`config.mk`:
```
export PLATFORM = sky130hd
export DESIGN_NAME = pc_seq
export DESIGN_NICKNAME = d
export VERILOG_FILES = /design/src/rtl/pc_seq.sv
export SDC_FILE = /design/constraint.sdc
export NUM_CORES = 1
export LEC_CHECK = 0
export BUFFER_PORTS_ARGS = -buffer_cell sky130_fd_sc_hd__buf_4
export CORE_MARGIN = 2
export CORE_UTILIZATION = 30
export CTS_CLUSTER_SIZE = 14
export DETAILED_ROUTE_END_ITERATION = 6
export GPL_ROUTABILITY_DRIVEN = 0
export GPL_TIMING_DRIVEN = 0
export PLACE_DENSITY = 0.62
export SLEW_MARGIN = 20
export SYNTH_ARGS = -nofsm -noshare
export SYNTH_HDL_FRONTEND = slang
export SYNTH_SLANG_ARGS = --single-unit
```
`constraint.sdc`:
```
create_clock -name clk -period 2 [get_ports clk]
set_clock_uncertainty 0.15 [all_clocks]
set_input_delay 0.4 -clock clk [delete_from_list [all_inputs] [get_ports clk]]
set_output_delay 0.4 -clock clk [all_outputs]
set_load 0.005 [all_outputs]
```
`src/rtl/pc_seq.sv`:
```
// rtl/pc_seq.sv - multi-cycle instruction sequencer driving the pc unit
//
// Purpose:
//   Fetches one instruction at a time over a req/ack handshake, walks it
//   through DECODE/EXEC/MEM/WB and issues exactly one non-HOLD pc_op per
//   retired instruction. Supplies the pc unit's im1/im2/zero/great inputs.
//
// Ports:
//   clk          clock, rising edge
//   rest         asynchronous active-low reset
//   imem_req     instruction fetch request (high in FETCH)
//   imem_ack     fetch data valid
//   imem_rdata   instruction word
//   alu_zero     ALU zero flag, sampled in EXEC
//   alu_great    ALU greater-than-zero flag, sampled in EXEC
//   dmem_req     data memory request (high in MEM)
//   dmem_we      store qualifier for dmem_req
//   dmem_ack     data access complete
//   reg_we       register-file write strobe (one cycle in WB)
//   instr        latched current instruction
//   im1          instr[15:0]
//   im2          instr[25:0]
//   zero         registered alu_zero
//   great        registered alu_great
//   pc_op        PC command: HOLD=0 NEXT=1 J=2 JAL=3 JR=4 BZ=5 BG=6
//   halted       sequencer stopped by the halt opcode
//   illegal      sticky unknown-opcode flag
//   retired      count of completed instructions

module pc_seq #(
  parameter int INSTR_CNT_W = 32
) (
  input  logic                   clk,
  input  logic                   rest,
  output logic                   imem_req,
  input  logic                   imem_ack,
  input  logic [31:0]            imem_rdata,
  input  logic                   alu_zero,
  input  logic                   alu_great,
  output logic                   dmem_req,
  output logic                   dmem_we,
  input  logic                   dmem_ack,
  output logic                   reg_we,
  output logic [31:0]            instr,
  output logic [15:0]            im1,
  output logic [25:0]            im2,
  output logic                   zero,
  output logic                   great,
  output logic [3:0]             pc_op,
  output logic                   halted,
  output logic                   illegal,
  output logic [INSTR_CNT_W-1:0] retired
);

  localparam logic [3:0] PC_OP_HOLD = 4'd0;
  localparam logic [3:0] PC_OP_NEXT = 4'd1;
  localparam logic [3:0] PC_OP_J    = 4'd2;
  localparam logic [3:0] PC_OP_JAL  = 4'd3;
  localparam logic [3:0] PC_OP_JR   = 4'd4;
  localparam logic [3:0] PC_OP_BZ   = 4'd5;
  localparam logic [3:0] PC_OP_BG   = 4'd6;

  localparam logic [5:0] OPC_RTYPE = 6'b000000;
  localparam logic [5:0] OPC_ADDI  = 6'b001000;
  localparam logic [5:0] OPC_JAL   = 6'b000011;
  localparam logic [5:0] OPC_LW    = 6'b100011;
  localparam logic [5:0] OPC_SW    = 6'b101011;
  localparam logic [5:0] OPC_BEQ   = 6'b000100;
  localparam logic [5:0] OPC_BGTZ  = 6'b000111;
  localparam logic [5:0] OPC_J     = 6'b000010;
  localparam logic [5:0] OPC_HALT  = 6'b111111;
  localparam logic [5:0] FUNCT_JR  = 6'b001000;

  typedef enum logic [2:0] {
    S_IDLE, S_FETCH, S_DECODE, S_EXEC, S_MEM, S_WB, S_PCUPD, S_HALT
  } state_t;

  state_t state, state_nxt;

  // Instruction classification works off the latched word, so every
  // output below is derived from registered state only.
  logic [5:0] opcode;
  logic [5:0] funct;
  logic is_rtype, is_jr, is_addi, is_jal, is_lw, is_sw;
  logic is_beq, is_bgtz, is_j, is_halt, is_known;

  assign opcode   = instr[31:26];
  assign funct    = instr[5:0];
  assign is_rtype = (opcode == OPC_RTYPE);
  assign is_jr    = is_rtype && (funct == FUNCT_JR);
  assign is_addi  = (opcode == OPC_ADDI);
  assign is_jal   = (opcode == OPC_JAL);
  assign is_lw    = (opcode == OPC_LW);
  assign is_sw    = (opcode == OPC_SW);
  assign is_beq   = (opcode == OPC_BEQ);
  assign is_bgtz  = (opcode == OPC_BGTZ);
  assign is_j     = (opcode == OPC_J);
  assign is_halt  = (opcode == OPC_HALT);
  assign is_known = is_rtype | is_addi | is_jal | is_lw | is_sw |
                    is_beq | is_bgtz | is_j | is_halt;

  assign im1 = instr[15:0];
  assign im2 = instr[25:0];

  always_ff @(posedge clk or negedge rest) begin
    if (!rest) begin
      state <= S_IDLE;
    end else begin
      state <= state_nxt;
    end
  end

  always_ff @(posedge clk or negedge rest) begin
    if (!rest) begin
      instr   <= 32'd0;
      zero    <= 1'b0;
      great   <= 1'b0;
      illegal <= 1'b0;
      retired <= '0;
    end else begin
      if (state == S_FETCH && imem_ack) begin
        instr <= imem_rdata;
      end
      if (state == S_EXEC) begin
        zero  <= alu_zero;
        great <= alu_great;
      end
      if (state == S_DECODE && !is_known) begin
        illegal <= 1'b1;
      end
      // halt passes through PCUPD only to park the PC; it is not retired
      if (state == S_PCUPD && !is_halt) begin
        retired <= retired + {{(INSTR_CNT_W-1){1'b0}}, 1'b1};
      end
    end
  end

  always_comb begin
    state_nxt = state;
    imem_req  = 1'b0;
    dmem_req  = 1'b0;
    dmem_we   = 1'b0;
    reg_we    = 1'b0;
    halted    = 1'b0;
    pc_op     = PC_OP_HOLD;

    case (state)
      S_IDLE: begin
        state_nxt = S_FETCH;
      end
      S_FETCH: begin
        imem_req = 1'b1;
        if (imem_ack) begin
          state_nxt = S_DECODE;
        end
      end
      S_DECODE: begin
        state_nxt = is_halt ? S_PCUPD : S_EXEC;
      end
      S_EXEC: begin
        if (is_lw || is_sw) begin
          state_nxt = S_MEM;
        end else if ((is_rtype && !is_jr) || is_addi || is_jal) begin
          state_nxt = S_WB;
        end else begin
          state_nxt = S_PCUPD;
        end
      end
      S_MEM: begin
        dmem_req = 1'b1;
        dmem_we  = is_sw;
        if (dmem_ack) begin
          state_nxt = is_lw ? S_WB : S_PCUPD;
        end
      end
      S_WB: begin
        reg_we    = 1'b1;
        state_nxt = S_PCUPD;
      end
      S_PCUPD: begin
        state_nxt = is_halt ? S_HALT : S_FETCH;
        if (is_halt) begin
          pc_op = PC_OP_HOLD;
        end else if (is_beq) begin
          pc_op = PC_OP_BZ;
        end else if (is_bgtz) begin
          pc_op = PC_OP_BG;
        end else if (is_j) begin
          pc_op = PC_OP_J;
        end else if (is_jal) begin
          pc_op = PC_OP_JAL;
        end else if (is_jr) begin
          pc_op = PC_OP_JR;
        end else begin
          pc_op = PC_OP_NEXT;
        end
      end
      S_HALT: begin
        halted = 1'b1;
      end
      default: begin
        state_nxt = S_IDLE;
      end
    endcase
  end

endmodule

```
# Word-level counts from Yosys, hierarchy flattened
# Cells that the tools add are included.
# W data, S select, Z words.
[word_totals]
reg_bits = 70
inputBits = 38
out_inout_bits = 118
elab_cells = 68
[classes]
n_addsub = 1
n_eq_ne = 18
muxes = 20
n_bitwise = 8
reduce_logical = 15
[op_table]
columns = ["cell", "count"]
rows = [
  ["$mux W3", 11],
  ["$add A32 B1 Y32 const B", 1],
  ["$pmux W3 S7", 1],
  ["$eq A6 B6 Y1 const B", 3],
  ["$eq A3 B3 Y1 const B", 4],
  ["$eq A6 B2 Y1 const B", 2],
  ["$eq A6 B3 Y1 const B", 2],
  ["$eq A6 B4 Y1 const B", 2],
  ["$or A1 B1 Y1", 8],
  ["$reduce_bool A7 Y1", 1],
  ["$eq A3 B2 Y1 const B", 2],
  ["$logic_not A6 Y1", 1],
  ["$mux W2", 3],
  ["$logic_and A1 B1 Y1", 5],
  ["$mux W1", 5],
  ["$ne A2 B2 Y1 const B", 2],
  ["$eq A3 B1 Y1 const B", 1],
  ["$logic_not A1 Y1", 3],
  ["$logic_not A3 Y1", 1],
  ["$logic_or A1 B1 Y1", 3],
  ["$reduce_and A3 Y1", 1],
]

# Longest topological paths before layout
[logic_depth]
ltp_word = 11
ltp_mapped = 6
ltp_nobuf = 5

# Least setup slack after synthesis
# OpenSTA, ideal clock, no wires.
[synth_path]
path_type = "register to output"
startpoint = "register instr[30]"
endpoint = "output port pc_op[1]"
arrival_time_ns = 1.614
required_ns = 1.450
slack_ns = -0.164
path_stages_with_launch = 5
n_path_buf = 0
cell_sequence = "dfrtp_1 > and4_2 > a31oi_1 > and2_0 > o2111a_1"
[synth_between]
elab_chain_cells = 7
elab_cells_between_ends = 11
cone_classes = "5 x eq/ne; 6 x mux"
[synth_rtl]
columns = ["element", "line_no", "source"]
rows = [
  ["start: declaration", "44", "output logic [31:0] instr,"],
  ["start signal: assignment", "122", "instr <= imem_rdata;"],
  ["$eq A6 B2 Y1", "92", "assign is_jal = (opcode == OPC_JAL);"],
  ["$mux W3", "190", "end else if (is_jal) begin"],
  ["$mux W3", "188", "end else if (is_j) begin"],
  ["$mux W3", "186", "end else if (is_bgtz) begin"],
  ["$mux W3", "184", "end else if (is_beq) begin"],
  ["$mux W3 (*)", "182", "if (is_halt) begin"],
  ["$mux W3 (*)", "147", "case (state)"],
  ["end: declaration", "49", "output logic [3:0] pc_op,"],
]
# Every way passes the cells marked *; elsewhere a longest branch is shown, timed or not.

# Final worst setup path
[layout_path]
startpoint = "register instr[0]"
endpoint = "output port pc_op[2]"
[layout_between]
elab_chain_cells = 9
[layout_rtl]
columns = ["element", "line_no", "source"]
rows = [
  ["$eq A6 B4 Y1", "90", "assign is_jr = is_rtype && (funct == FUNCT_JR);"],
  ["$logic_and A1 B1 Y1", "90", ""],
  ["$mux W3", "192", "end else if (is_jr) begin"],
  ["$mux W3", "190", ""],
  ["$mux W3", "188", ""],
  ["$mux W3", "186", ""],
  ["$mux W3", "184", ""],
  ["$mux W3", "182", ""],
  ["$mux W3", "147", ""],
]
# Every way passes these cells.

==> out/qor.yml <==
outcome: "complete, but fails checks"
failed_checks: "negative setup slack"
maxCapViolations: 0
core_area_um2: 11470
drive_gt1_share_pct: 62.20
antenna_found_initial: 0
track_usage_pct: 14.17
place_ws_ns: -0.4315
critPathRequiredTime_ns: 1.45
synthArstFlopShare_pct: 100.0
wire_per_inst_um: 13.94
synth_enable_flop_cells: 0
worstSetupEndpointType: "primary output"
post-route-period-util_pct: 116.7
rsz0062_at_grt: "yes"
ys_warn_count: 0
place_area_um2: 4891
worstMarginPinSlew_ns: 0.9031
ir_drop_v: 0.0007434
vias_per_cell: 4.575
die_area_um2: 12660
grt_max_degree: 71
setup_viol: 6
first_global_vias: 2876
initial_core_util_pct: 30.81
final-seq-area_um2: 1762
clkSinkCount: 70
design_area_um2: 5569
synth-main-ff-cell: "dfrtp_1"
portBuffers: 154
slew_headroom_pct: 39.79
synth_area_per_cell_um2: 11.47
drc: 0
drt_iter0_drc: 99
die_w_um: 112.5
drtPass1Iterations: 4
die_h_um: 112.5
wl_um: 9074
hold_ws_ns: 0.02779
synthesis.area_um2: 3533
mostFrequentLayoutCells: "buf_4, dfrtp_1, mux2_2"
nets: 542
rows: 39
syn-num-nets: 347
power_per_cell_area_nw_per_um2: 1428
htree_levels: 3
ant_nets: 0
pin_count: 156
clk_pin_slew_worst_paths_ns: 0.06
syn_inst: 308
dp_hpwl_um: 6412
multi_input_area_um2: 1488
final_common_cell: "buf_4"
cts_buffer_depth: 2
overflow: 0
cp-start-kind: "flop"
cts_made_buffers: 9
timing.fmax_mhz: 428.5
critPathKind: "flop to primary output"
period_minus_slack_ns: 2.334
drv_slew: 0
setup_slack_ns: -0.3338
synth_cell_types: 46
yosysSeqAreaShare_pct: 49.58
finalPower_uw: 7952
diodes: 0
grt_pass1_wl_um: 14440
cts_hold_buf: 0
timing.final.hold_violations: 0
via_count: 2978
areaGrowthSynthToFinish_pct: 57.61
clk_latency_ns: 0.33
p_leak_uw: 0.002742
ys_ff_latch: 70
cts_tree: "yes"
cts_root_buffer: "clkbuf_16"
fill_cells: 1035
path_max_fanout: 2
crit_arrival_ns: 1.78
hp-class: "primary input to async pin"
## Yosys cell counts, drive strengths merged (2+ instances only)
master	count	area share, %
nand3	15	2.1
inv	4	0.42
mux2	33	11
nand3b	2	0.42
xnor2	26	6.4
nand4	9	1.6
nor2	15	1.6
nand2	23	2.4
buf	44	9.5
xor2	6	1.5
dfrtp	70	50
and4	4	1.0
nor3	3	0.42
a31oi	3	0.71
and2	4	0.71
nor3b	2	0.42
and3	6	1.1
clkbuf	8	2.0
a21oi	7	0.99
o31ai	3	0.64
nor4b	3	0.92
## cell type report
class	count	share of cell area [%]
timing repair buffer	185	25.59
multi-input combinational	182	26.71
sequential	70	31.63
clock buffer	12	4.426
clock inverter	4	0.8537
inverter	4	0.2696
tap	143	3.213
buffer	51	7.302
## repair_timing
item,CTS,global route
setup buffers,22,10
gates resized for setup,26,13
endpoints found under the setup margin,52,25
pin swaps,15,14
## critical path, cell delays in order (launching register included)
cell and delay (ns):
dfrtp_2 0.42, nor4b_4 0.42, a21oi_1 0.12, o31ai_1 0.21
and3_1 0.19, buf_4 0.11
## metrics by stage
step | std cells | util [%] | TNS, ns
2_1_floorplan | 308 | - | -0.01802
3_3_place_gp | 605 | 42.65 | -14.62
3_5_place_dp | 605 | 42.65 | -14.84
4_1_cts | 642 | 47.55 | -1.050
5_1_grt | 651 | 48.57 | -1.530
6_report | 651 | 48.57 | -0.9803
## per-layer routing
| layer | global-route usage, % | share of wire, % |
|---|---|---|
| met1 | 18.34 | 43 |
| met3 | 2.700 | 5.8 |
| met5 | 0 | 0 |
| met4 | 5.691 | 1.3 |
| met2 | 23.45 | 49 |
## state kept, by name, summed over array words and instances, names as in the netlist
register	count
zero	1
illegal	1
great	1
instr	32
retired	32
state	3
## path summary, 6_finish.rpt
kind / start / endpoint / slack [ns] / cells past startpoint
max: instr[0] / pc_op[2] / -0.33 / 5
min: rest / instr[30] / 0.03 / 1
max reg2reg: instr[26] / state[0] / -0.06 / 5
min reg2reg: retired[31] / retired[31] / 0.32 / 1
max in group asynchronous: rest / state[1] / 0.98 / 1
min in group clk: imem_rdata[28] / instr[28] / 0.14 / 3
## power by group
part / internal, µW / switching, µW
Clock: 995 / 569
Combinational: 2630 / 1410
Sequential: 1870 / 480
## cells by family (layout without fill, tap and decap cells)
group           count (synthesis)  count (layout)  share of synthesized area (%)
mux                            33              33                          10.52
xor+xnor                       32              32                          7.932
fa+ha+maj                       1               1                         0.3541
other cells                     1               1                         0.1061
buf+inv                        56             256                          11.86
compound gates                 23              23                          5.382
simple gates                   92              92                          14.27
flops                          70              70                          49.58
Note: power is estimated with default switching activity, not from simulation.
